## src/rtl/weight_mem_arbiter_if.sv

```systemverilog
// Bundle between the config/hash requesters and the arbiter, including the
// weight SRAM pins the arbiter drives.
interface weight_mem_arbiter_if #(
  parameter int ADDR_W = 10,
  parameter int DATA_W = 16
);
  logic              cfg_wr_valid;
  logic [ADDR_W-1:0] cfg_wr_addr;
  logic [DATA_W-1:0] cfg_wr_data;
  logic              cfg_wr_ready;
  logic              comp_rd_req;
  logic [ADDR_W-1:0] comp_rd_addr;
  logic              comp_rd_grant;
  logic              comp_rd_valid;
  logic              w_mem_cen;
  logic              w_mem_wen;
  logic [ADDR_W-1:0] w_mem_addr;
  logic [DATA_W-1:0] w_mem_wdata;
  logic              buf_empty;

  modport master (
    output cfg_wr_valid, cfg_wr_addr, cfg_wr_data, comp_rd_req, comp_rd_addr,
    input  cfg_wr_ready, comp_rd_grant, comp_rd_valid,
    input  w_mem_cen, w_mem_wen, w_mem_addr, w_mem_wdata, buf_empty
  );

  modport slave (
    input  cfg_wr_valid, cfg_wr_addr, cfg_wr_data, comp_rd_req, comp_rd_addr,
    output cfg_wr_ready, comp_rd_grant, comp_rd_valid,
    output w_mem_cen, w_mem_wen, w_mem_addr, w_mem_wdata, buf_empty
  );
endinterface

```

## src/rtl/weight_mem_arbiter.sv

```systemverilog
// Single-port weight SRAM arbiter: buffers config writes in a FIFO and shares
// the SRAM with compute reads, with write anti-starvation and RAW protection.
module weight_mem_arbiter #(
  parameter int ADDR_W     = 10,
  parameter int DATA_W     = 16,
  parameter int BUF_DEPTH  = 4,
  parameter int STARVE_MAX = 8
) (
  input  logic               clk,
  input  logic               rst,
  weight_mem_arbiter_if.slave bus
);
  localparam int PTR_W = $clog2(BUF_DEPTH);
  localparam int CNT_W = $clog2(BUF_DEPTH + 1);
  localparam int STV_W = (STARVE_MAX > 1) ? $clog2(STARVE_MAX) : 1;
  localparam logic [STV_W-1:0] STV_LAST = STV_W'(STARVE_MAX - 1);
  localparam logic [CNT_W-1:0] CNT_FULL = CNT_W'(BUF_DEPTH);

  logic [ADDR_W-1:0] buf_addr [BUF_DEPTH];
  logic [DATA_W-1:0] buf_data [BUF_DEPTH];
  logic [PTR_W-1:0]  wr_ptr;
  logic [PTR_W-1:0]  rd_ptr;
  logic [CNT_W-1:0]  count;
  logic [STV_W-1:0]  starve_cnt;
  logic [ADDR_W-1:0] addr_hold;
  logic [DATA_W-1:0] wdata_hold;
  logic              vld_p1;

  logic full;
  logic pend;
  logic haz;
  logic force_wr;
  logic push;
  logic do_wr;
  logic do_rd;

  assign full     = (count == CNT_FULL);
  assign pend     = (count != '0);
  assign force_wr = pend && (starve_cnt == STV_LAST);

  // An entry is live when its distance from the head is below the count.
  always_comb begin
    logic [PTR_W-1:0] off;
    haz = 1'b0;
    off = '0;
    for (int i = 0; i < BUF_DEPTH; i++) begin
      off = PTR_W'(i) - rd_ptr;
      if (bus.comp_rd_req && (CNT_W'(off) < count) && (buf_addr[i] == bus.comp_rd_addr))
        haz = 1'b1;
    end
  end

  assign do_wr = !rst && pend && (!bus.comp_rd_req || haz || force_wr);
  assign do_rd = !rst && !do_wr && bus.comp_rd_req;
  assign push  = !rst && bus.cfg_wr_valid && !full;

  // Stage p0: SRAM command driven combinationally from the decision.
  assign bus.w_mem_cen     = !(do_wr || do_rd);
  assign bus.w_mem_wen     = !do_wr;
  assign bus.w_mem_addr    = rst   ? '0 :
                             do_wr ? buf_addr[rd_ptr] :
                             do_rd ? bus.comp_rd_addr : addr_hold;
  assign bus.w_mem_wdata   = rst   ? '0 :
                             do_wr ? buf_data[rd_ptr] : wdata_hold;
  assign bus.comp_rd_grant = do_rd;
  assign bus.comp_rd_valid = vld_p1;
  assign bus.cfg_wr_ready  = !full;
  assign bus.buf_empty     = !pend;

  always_ff @(posedge clk) begin
    if (push) begin
      buf_addr[wr_ptr] <= bus.cfg_wr_addr;
      buf_data[wr_ptr] <= bus.cfg_wr_data;
    end
  end

  // Stage p1: control state and read-valid, aligned with SRAM read latency.
  always_ff @(posedge clk) begin
    if (rst) begin
      wr_ptr     <= '0;
      rd_ptr     <= '0;
      count      <= '0;
      starve_cnt <= '0;
      addr_hold  <= '0;
      wdata_hold <= '0;
      vld_p1     <= 1'b0;
    end else begin
      vld_p1 <= do_rd;
      if (push)
        wr_ptr <= wr_ptr + 1'b1;
      if (do_wr)
        rd_ptr <= rd_ptr + 1'b1;
      count <= count + CNT_W'(push) - CNT_W'(do_wr);
      if (!pend || do_wr)
        starve_cnt <= '0;
      else if (do_rd && (starve_cnt != STV_LAST))
        starve_cnt <= starve_cnt + 1'b1;
      if (do_wr) begin
        addr_hold  <= buf_addr[rd_ptr];
        wdata_hold <= buf_data[rd_ptr];
      end else if (do_rd) begin
        addr_hold <= bus.comp_rd_addr;
      end
    end
  end
endmodule

```

## src/flat_wrapper.sv

```systemverilog
// flat-port wrapper written by rule: the top's interface ports become plain ports
module weight_mem_arbiter_flat 
#(
  parameter int ADDR_W     = 10,
  parameter int DATA_W     = 16,
  parameter int BUF_DEPTH  = 4,
  parameter int STARVE_MAX = 8
)
  (clk, rst, bus_cfg_wr_valid, bus_cfg_wr_addr, bus_cfg_wr_data, bus_comp_rd_req, bus_comp_rd_addr, bus_cfg_wr_ready, bus_comp_rd_grant, bus_comp_rd_valid, bus_w_mem_cen, bus_w_mem_wen, bus_w_mem_addr, bus_w_mem_wdata, bus_buf_empty);
  weight_mem_arbiter_if #(.ADDR_W(ADDR_W), .DATA_W(DATA_W)) bus_i ();
  input  logic clk;
  input  logic rst;
  input wire logic [$bits(bus_i.cfg_wr_valid)-1:0] bus_cfg_wr_valid;
  input wire logic [$bits(bus_i.cfg_wr_addr)-1:0] bus_cfg_wr_addr;
  input wire logic [$bits(bus_i.cfg_wr_data)-1:0] bus_cfg_wr_data;
  input wire logic [$bits(bus_i.comp_rd_req)-1:0] bus_comp_rd_req;
  input wire logic [$bits(bus_i.comp_rd_addr)-1:0] bus_comp_rd_addr;
  output wire logic [$bits(bus_i.cfg_wr_ready)-1:0] bus_cfg_wr_ready;
  output wire logic [$bits(bus_i.comp_rd_grant)-1:0] bus_comp_rd_grant;
  output wire logic [$bits(bus_i.comp_rd_valid)-1:0] bus_comp_rd_valid;
  output wire logic [$bits(bus_i.w_mem_cen)-1:0] bus_w_mem_cen;
  output wire logic [$bits(bus_i.w_mem_wen)-1:0] bus_w_mem_wen;
  output wire logic [$bits(bus_i.w_mem_addr)-1:0] bus_w_mem_addr;
  output wire logic [$bits(bus_i.w_mem_wdata)-1:0] bus_w_mem_wdata;
  output wire logic [$bits(bus_i.buf_empty)-1:0] bus_buf_empty;
  assign bus_i.cfg_wr_valid = bus_cfg_wr_valid;
  assign bus_i.cfg_wr_addr = bus_cfg_wr_addr;
  assign bus_i.cfg_wr_data = bus_cfg_wr_data;
  assign bus_i.comp_rd_req = bus_comp_rd_req;
  assign bus_i.comp_rd_addr = bus_comp_rd_addr;
  assign bus_cfg_wr_ready = bus_i.cfg_wr_ready;
  assign bus_comp_rd_grant = bus_i.comp_rd_grant;
  assign bus_comp_rd_valid = bus_i.comp_rd_valid;
  assign bus_w_mem_cen = bus_i.w_mem_cen;
  assign bus_w_mem_wen = bus_i.w_mem_wen;
  assign bus_w_mem_addr = bus_i.w_mem_addr;
  assign bus_w_mem_wdata = bus_i.w_mem_wdata;
  assign bus_buf_empty = bus_i.buf_empty;
  weight_mem_arbiter #(.ADDR_W(ADDR_W), .DATA_W(DATA_W), .BUF_DEPTH(BUF_DEPTH), .STARVE_MAX(STARVE_MAX)) u_core (.clk(clk), .rst(rst), .bus(bus_i));
endmodule
```

## config.mk

```make
export PLATFORM = sky130hd
export DESIGN_NAME = weight_mem_arbiter_flat
export DESIGN_NICKNAME = d
export VERILOG_FILES = /design/src/rtl/weight_mem_arbiter_if.sv /design/src/rtl/weight_mem_arbiter.sv /design/src/flat_wrapper.sv
export SDC_FILE = /design/constraint.sdc
export NUM_CORES = 1
export LEC_CHECK = 0
export ABC_AREA = 1
export BUFFER_PORTS_ARGS = -buffer_cell sky130_fd_sc_hd__buf_2
export CAP_MARGIN = 20
export CORE_MARGIN = 3
export CORE_UTILIZATION = 30
export DETAILED_ROUTE_END_ITERATION = 6
export SYNTH_ARGS = -nofsm -noshare
export SYNTH_HDL_FRONTEND = slang
export SYNTH_SLANG_ARGS = --single-unit
export TNS_END_PERCENT = 1
```

## constraint.sdc

```tcl
create_clock -name clk -period 4 [get_ports clk]
set_input_delay 0.4 -clock clk [delete_from_list [all_inputs] [get_ports clk]]
set_output_delay 0.4 -clock clk [all_outputs]
set_load 0.05 [all_outputs]
```

==> run_results.csv, run 1 <==
group,metric,value,unit
timing,maxSlewHeadroom,0.3823,
detailed_routing,route.detailed.vias_per_inst,4.606,
grt,grt_first_pass_wirelength,25.56,mm
floorplan,num_rows,53,
place,gp_congestion,0.7978,
detailed_routing,top_layer_used,"met5",
grt,grt_pass1_vias,4753,
clock_tree,ctsHoldBuffers,0,
clock_tree,cts_buffer_depth,2,
layout,nets,814,
floorplan,die_w,153.2,microns
logic_synthesis,yosys_warnings,0,
logic_synthesis,synth-seq-cells,143,
clock_tree,cts.sinks,143,
clock_tree,ctsHtreeMaxLevel,4,
power_and_ir_drop,ir_drop,0.0002860,V
timing,fmax,0.2814,GHz
detailed_routing,met3_length,833,microns
layout,area_growth,18.71,%
clock_tree,cts_tree,"built",
flow_run,drv_cap,0,
detailed_routing,ant_nets,0,
setup_path,end_kind,"primary output",
grt,grt_overflow_total,0,
detailed_routing,avgRoutedWirePerCell,15.29,microns
clock_tree,numCtsBuffers,17,
setup_path,setup.worst_path.start,"u_core.rd_ptr[0]$_SDFFE_PP0N_",
timing,rsz0062_at_grt,"false",
place,post-dp-hpwl,10.37,mm
timing,fin_setup_tns,0,ps
timing,final_min_period_over_clock_period,0.8883,
power_and_ir_drop,p_leak,3.309,nW
detailed_routing,firstDrtPassIters,5,
detailed_routing,wl_met2,7.578,mm
grt,antenna_found_initial,3,
floorplan,die_y,153.2,microns
floorplan,initial_core_util,0.3073,
floorplan,design.die.area,0.02347,sq mm
power_and_ir_drop,power,0.004524,W
min_path,hp-class,"input pin to flop",
timing,period_minus_slack,3553,ps
power_and_ir_drop,power_density,586.3,mW/mm^2
timing,hold_viol_final,0,
floorplan,ios,72,
clock_tree,clk_latency,420,ps
run_status,outcome,"complete, no violations",
layout,layout-drive-gt1-share,0.1912,
setup_path,rr_startpoint,"u_core.count[1]$_SDFF_PP0_",
min_path,hold_path_startpoint,"bus_cfg_wr_data[4]",
clock_tree,post_cts_buffers,0,
grt,grt_usage,0.1399,
setup_path,required,3600,ps
clock_tree,ctsRootBufferMaster,"clkbuf_16",
timing,worstMarginPinSlew,925.6,ps
setup_path,crit_type,"flop to primary output",
setup_path,crit_arrival,3150,ps
setup_path,cp_max_fo,24,
logic_synthesis,syn_avg_cell_area,9.434,sq um
logic_synthesis,ys_types,33,
setup_path,start_kind,"flop",
setup_path,cp_cell_sequence,"xor2_1, inv_1, ha_1, nand2_1, nand2_1, nand2_1, nand3_1, nor2_1, nor2_2, nand3_4, nand2_4, inv_4, nor2_1, nor2_1, buf_2",
logic_synthesis,synth_area,0.006500,sq mm
detailed_routing,drcViolationCount,0,
logic_synthesis,synth_nets,742,
clock_tree,post_cts_resized,0,
setup_path,slowest_delay,390,ps
detailed_routing,finalWirelength,16.03,mm
detailed_routing,drt-initial-drc-count,323,
detailed_routing,vias,4832,
timing,skew,5.277,ps
clock_tree,clk_pin_slew,60,ps
grt,grt_max_degree,56,
place,dpl_cell_area,0.007144,sq mm
layout,layout_common_cells,"193 x nand2_1, 104 x edfxtp_1, 73 x nor2_1",
logic_synthesis,seq_area_frac_synth,0.6006,
layout,fin_area,0.007716,sq mm
setup_path,cp_slowest_cell,"dfxtp_1",
layout,fillCellCount,2086,
place,port_buffers,71,
layout,diodes,0,
floorplan,core_area,0.02115,sq mm
layout,final_common_cell,"nand2_1",
logic_synthesis,syn-instance-count,689,
timing,final-setup-viol-count,0,
timing,slew_viol_final,0,
detailed_routing,met1_length,7.185,mm
-- layer usage --
metal,global-route usage,vias up
met5,0,-
met4,0.05982,6
met3,0.03851,31
met2,0.2274,100
met1,0.1754,2275
li1,-,2420
-- Yosys cell counts (all sizes together) --
master / instances / area (sq um)
nand3: 26 / 142.6
nand4: 2 / 12.51
fa: 1 / 20.02
a32o: 16 / 160.2
nor3: 1 / 5.000
xor2: 4 / 35.03
edfxtp: 104 / 3123
o21ai: 39 / 195.2
buf: 10 / 73.82
xnor2: 5 / 43.79
a21oi: 39 / 195.2
or2: 3 / 18.77
ha: 12 / 150.1
dfxtp: 39 / 780.8
a211oi: 1 / 7.510
o211ai: 1 / 7.510
o311ai: 3 / 26.28
inv: 74 / 280.3
clkbuf: 18 / 67.56
o22ai: 1 / 6.260
nor2: 96 / 412.9
nand2: 194 / 735.7
-- cells by family after synthesis --
group           Yosys count  share of synthesized area
fa+ha+maj                13                    0.02618
compound gates          100                    0.09201
flops                   143                     0.6006
buf+inv                 102                    0.06487
xor+xnor                  9                    0.01213
simple gates            322                     0.2042
-- stage by stage --
stage / cells / util / hold WS [ps] / worst slack, ps
6_report: 1049 / 0.3648 / 183.8 / 446.7
3_5_place_dp: 1017 / 0.3377 / 466.0 / 559.5
5_1_grt: 1049 / 0.3648 / 180.2 / 96.94
4_1_cts: 1049 / 0.3648 / 168.8 / 388.0
3_3_place_gp: 1017 / 0.3377 / 459.8 / 631.0
2_1_floorplan: 689 / - / 466.7 / 286.7
-- flip-flops by register name, indices dropped and copies added (netlist names), named ones only --
| signal | cells |
|---|---|
| u_core.starve_cnt | 3 |
| u_core.count | 3 |
| u_core.wr_ptr | 2 |
| u_core.wdata_hold | 16 |
| u_core.bus.comp_rd_valid | 1 |
| u_core.rd_ptr | 2 |
| u_core.buf_addr | 40 |
| u_core.addr_hold | 10 |
| u_core.buf_data | 64 |
-- worst max-delay path: cells and delay by family (launching register included) --
family | cells | cell delay [ps]
simple gates | 10 | 1090
xor+xnor | 1 | 250
flops | 1 | 390
buf+inv | 3 | 690
fa+ha+maj | 1 | 290
-- path summary, 6_finish.rpt --
check	end	slack, ps	depth (start not counted)
max	bus_w_mem_wdata[15]	450	15
min reg2reg	u_core.wdata_hold[12]$_DFF_P_	480	2
min	u_core.buf_data[0][4]$_DFFE_PP_	180	1
max reg2reg	u_core.count[2]$_SDFF_PP0_	550	18
-- where the power goes --
part / leakage [nW] / internal [W] / total (W) / switching [W]
Sequential: 1.26 / 0.00174 / 0.00181 / 0.0000719
Combinational: 1.78 / 0.000338 / 0.00118 / 0.000844
Clock: 0.268 / 0.000918 / 0.00153 / 0.000612
Total: 3.31 / 0.00300 / 0.00452 / 0.00153
-- final cells by class --
class                      count  area [sq um]  area share
sequential                   143          3905      0.5061
clock buffer                  19         432.9     0.05611
tap                          275         344.1     0.04459
timing repair buffer          81         430.4     0.05578
multi-input combinational    444          2185      0.2831
clock inverter                13         138.9     0.01800
inverter                      74         280.3     0.03632
Power figures use the tool's default switching activity.
==> inputs of run 2 (changes only) <==
clock period = 3.2 ns   (was 4 ns; I/O delays follow)
==> run 2 against run 1 <==
Against the previous run:
- routed wire length down 1.5%
- design area up 1.3%
- total power up 27%
- combinational power up 27%
- die area unchanged
- sequential power up 26%
- count of clock-buffer cells in the layout unchanged
- clock power up 26%
- first-iteration DRC count up 6.5%
- setup slack worse by 260 ps
- register-to-register slack worse by 130 ps
- critical path type unchanged
- largest cell class unchanged
==> run_results.csv, run 2 (synthesis gave the netlist of run 1 again) <==
group,metric,value,unit
timing,worstMarginPinSlew,851.1,ps
setup_path,path_buf_inv,3,
power_and_ir_drop,ir_drop,0.0003353,V
timing,hold_viol_final,0,
setup_path,required,2880,ps
detailed_routing,drcViolationCount,0,
floorplan,ios,72,
power_and_ir_drop,power_density,732.0,mW/mm^2
grt,antenna_found_initial,3,
floorplan,design.die.area,0.02347,sq mm
detailed_routing,avgRoutedWirePerCell,15.01,microns
layout,fillCellCount,2071,
grt,grt_pass1_vias,4775,
clock_tree,cts.sinks,143,
clock_tree,ctsHoldBuffers,0,
layout,final_cells,1052,
layout,largest_register_ffs,64,
grt,grt_first_pass_wirelength,24.91,mm
power_and_ir_drop,p_leak,3.353,nW
setup_path,start_kind,"flop",
setup_path,cp_cell_sequence,"xor2_2, inv_1, ha_1, nand2_1, nand2_1, nand2_1, nand3_1, nor2_1, nor2_2, nand3_4, buf_4, nand3_1, nand2_1, nor2_2, clkbuf_4",
clock_tree,cts_tree,"built",
setup_path,cp_max_fo,18,
setup_path,cp_slowest_cell,"dfxtp_1",
timing,layout_setup_ws,190.1,ps
setup_path,crit_type,"flop to primary output",
timing,slew_viol_final,0,
clock_tree,ctsRootBufferMaster,"clkbuf_16",
detailed_routing,finalWirelength,15.79,mm
min_path,hp-class,"input pin to flop",
detailed_routing,route.detailed.vias_per_inst,4.576,
floorplan,die_w,153.2,microns
grt,grt_overflow_total,0,
floorplan,core_area,0.02115,sq mm
setup_path,crit_top_cell,"nand2_1",
setup_path,crit_family,"simple AND/OR/NAND/NOR gates",
power_and_ir_drop,power,0.005723,W
layout,nets,817,
setup_path,end_kind,"primary output",
run_status,outcome,"complete, no violations",
layout,final_common_cell,"nand2_1",
setup_path,crit_arrival,2690,ps
layout,diodes,0,
flow_run,drv_cap,0,
setup_path,slowest_delay,410,ps
place,post-dp-hpwl,10.16,mm
layout,top_register,"u_core.buf_data",
layout,top_regs,"u_core.buf_data x64, u_core.buf_addr x40, u_core.wdata_hold x16",
grt,grt_usage,0.1354,
place,gp_congestion,0.8057,
detailed_routing,vias,4814,
clock_tree,clk_latency,420,ps
detailed_routing,ant_nets,0,
floorplan,num_rows,53,
timing,fmax,0.3322,GHz
timing,maxSlewHeadroom,0.4317,
timing,period_minus_slack,3010,ps
layout,area_growth,20.29,%
clock_tree,ctsHtreeMaxLevel,4,
layout,layout-drive-gt1-share,0.2046,
clock_tree,clk_pin_slew,70,ps
floorplan,die_y,153.2,microns
place,dp_slack,405.2,ps
floorplan,initial_core_util,0.3073,
timing,final-setup-viol-count,0,
clock_tree,cts_buffer_depth,2,
grt,grt_max_degree,50,
clock_tree,numCtsBuffers,17,
timing,final_min_period_over_clock_period,0.9406,
detailed_routing,drt-initial-drc-count,344,
detailed_routing,firstDrtPassIters,6,
timing,fin_setup_tns,0,ps
layout,layout_common_cells,"193 x nand2_1, 104 x edfxtp_1, 71 x nor2_1",
timing,skew,10.67,ps
place,dp.cells,1020,
place,port_buffers,71,
[run 2: path summary, 6_finish.rpt]
path / startpoint / endpoint / slack (ps) / depth (start not counted)
setup / recovery: u_core.rd_ptr[0]$_SDFFE_PP0N_ / bus_w_mem_wdata[6] / 190 / 15
setup reg to reg: u_core.rd_ptr[0]$_SDFFE_PP0N_ / u_core.count[2]$_SDFF_PP0_ / 420 / 20
hold reg to reg: u_core.wdata_hold[12]$_DFF_P_ / u_core.wdata_hold[12]$_DFF_P_ / 470 / 2
hold / removal: bus_cfg_wr_data[11] / u_core.buf_data[0][11]$_DFFE_PP_ / 110 / 1
[run 2: timing repair]
action | 4_1_cts | 5_1_grt
resized for setup | 1 | 22
setup buffers | 0 | 0
endpoints found under the setup margin | 1 | 27
[run 2: layer usage]
| metal | vias up | track usage | part of all wire |
|---|---|---|---|
| met2 | 126 | 0.2142 | 0.46 |
| met3 | 26 | 0.03624 | 0.063 |
| li1 | 2432 | - | - |
| met4 | 6 | 0.05303 | 0.016 |
| met5 | - | 0 | 0.0018 |
| met1 | 2224 | 0.1776 | 0.46 |
[run 2: report_power, final]
group | switching (W) | internal, W
logic | 0.00105 | 0.000456
registers | 0.000109 | 0.00218
clock network | 0.000821 | 0.00111
total | 0.00198 | 0.00374
[run 2: area by class of cell]
cell class	count	area [sq um]	share of cell area
sequential	143	3906	0.4996
clock inverter	13	118.9	0.01520
tap	275	344.1	0.04401
multi-input combinational	444	2202	0.2816
clock buffer	19	475.5	0.06081
timing repair buffer	84	491.7	0.06289
inverter	74	280.3	0.03585
[run 2: per-stage QoR]
stage               utilization  cell area [sq um]  hold WS, ps
floorplan                     -               6505        386.7
global placement         0.3390               7172        458.1
detailed placement       0.3390               7172        465.3
CTS                      0.3672               7769        93.82
global route             0.3696               7819        109.7
finish                   0.3696               7819        111.3
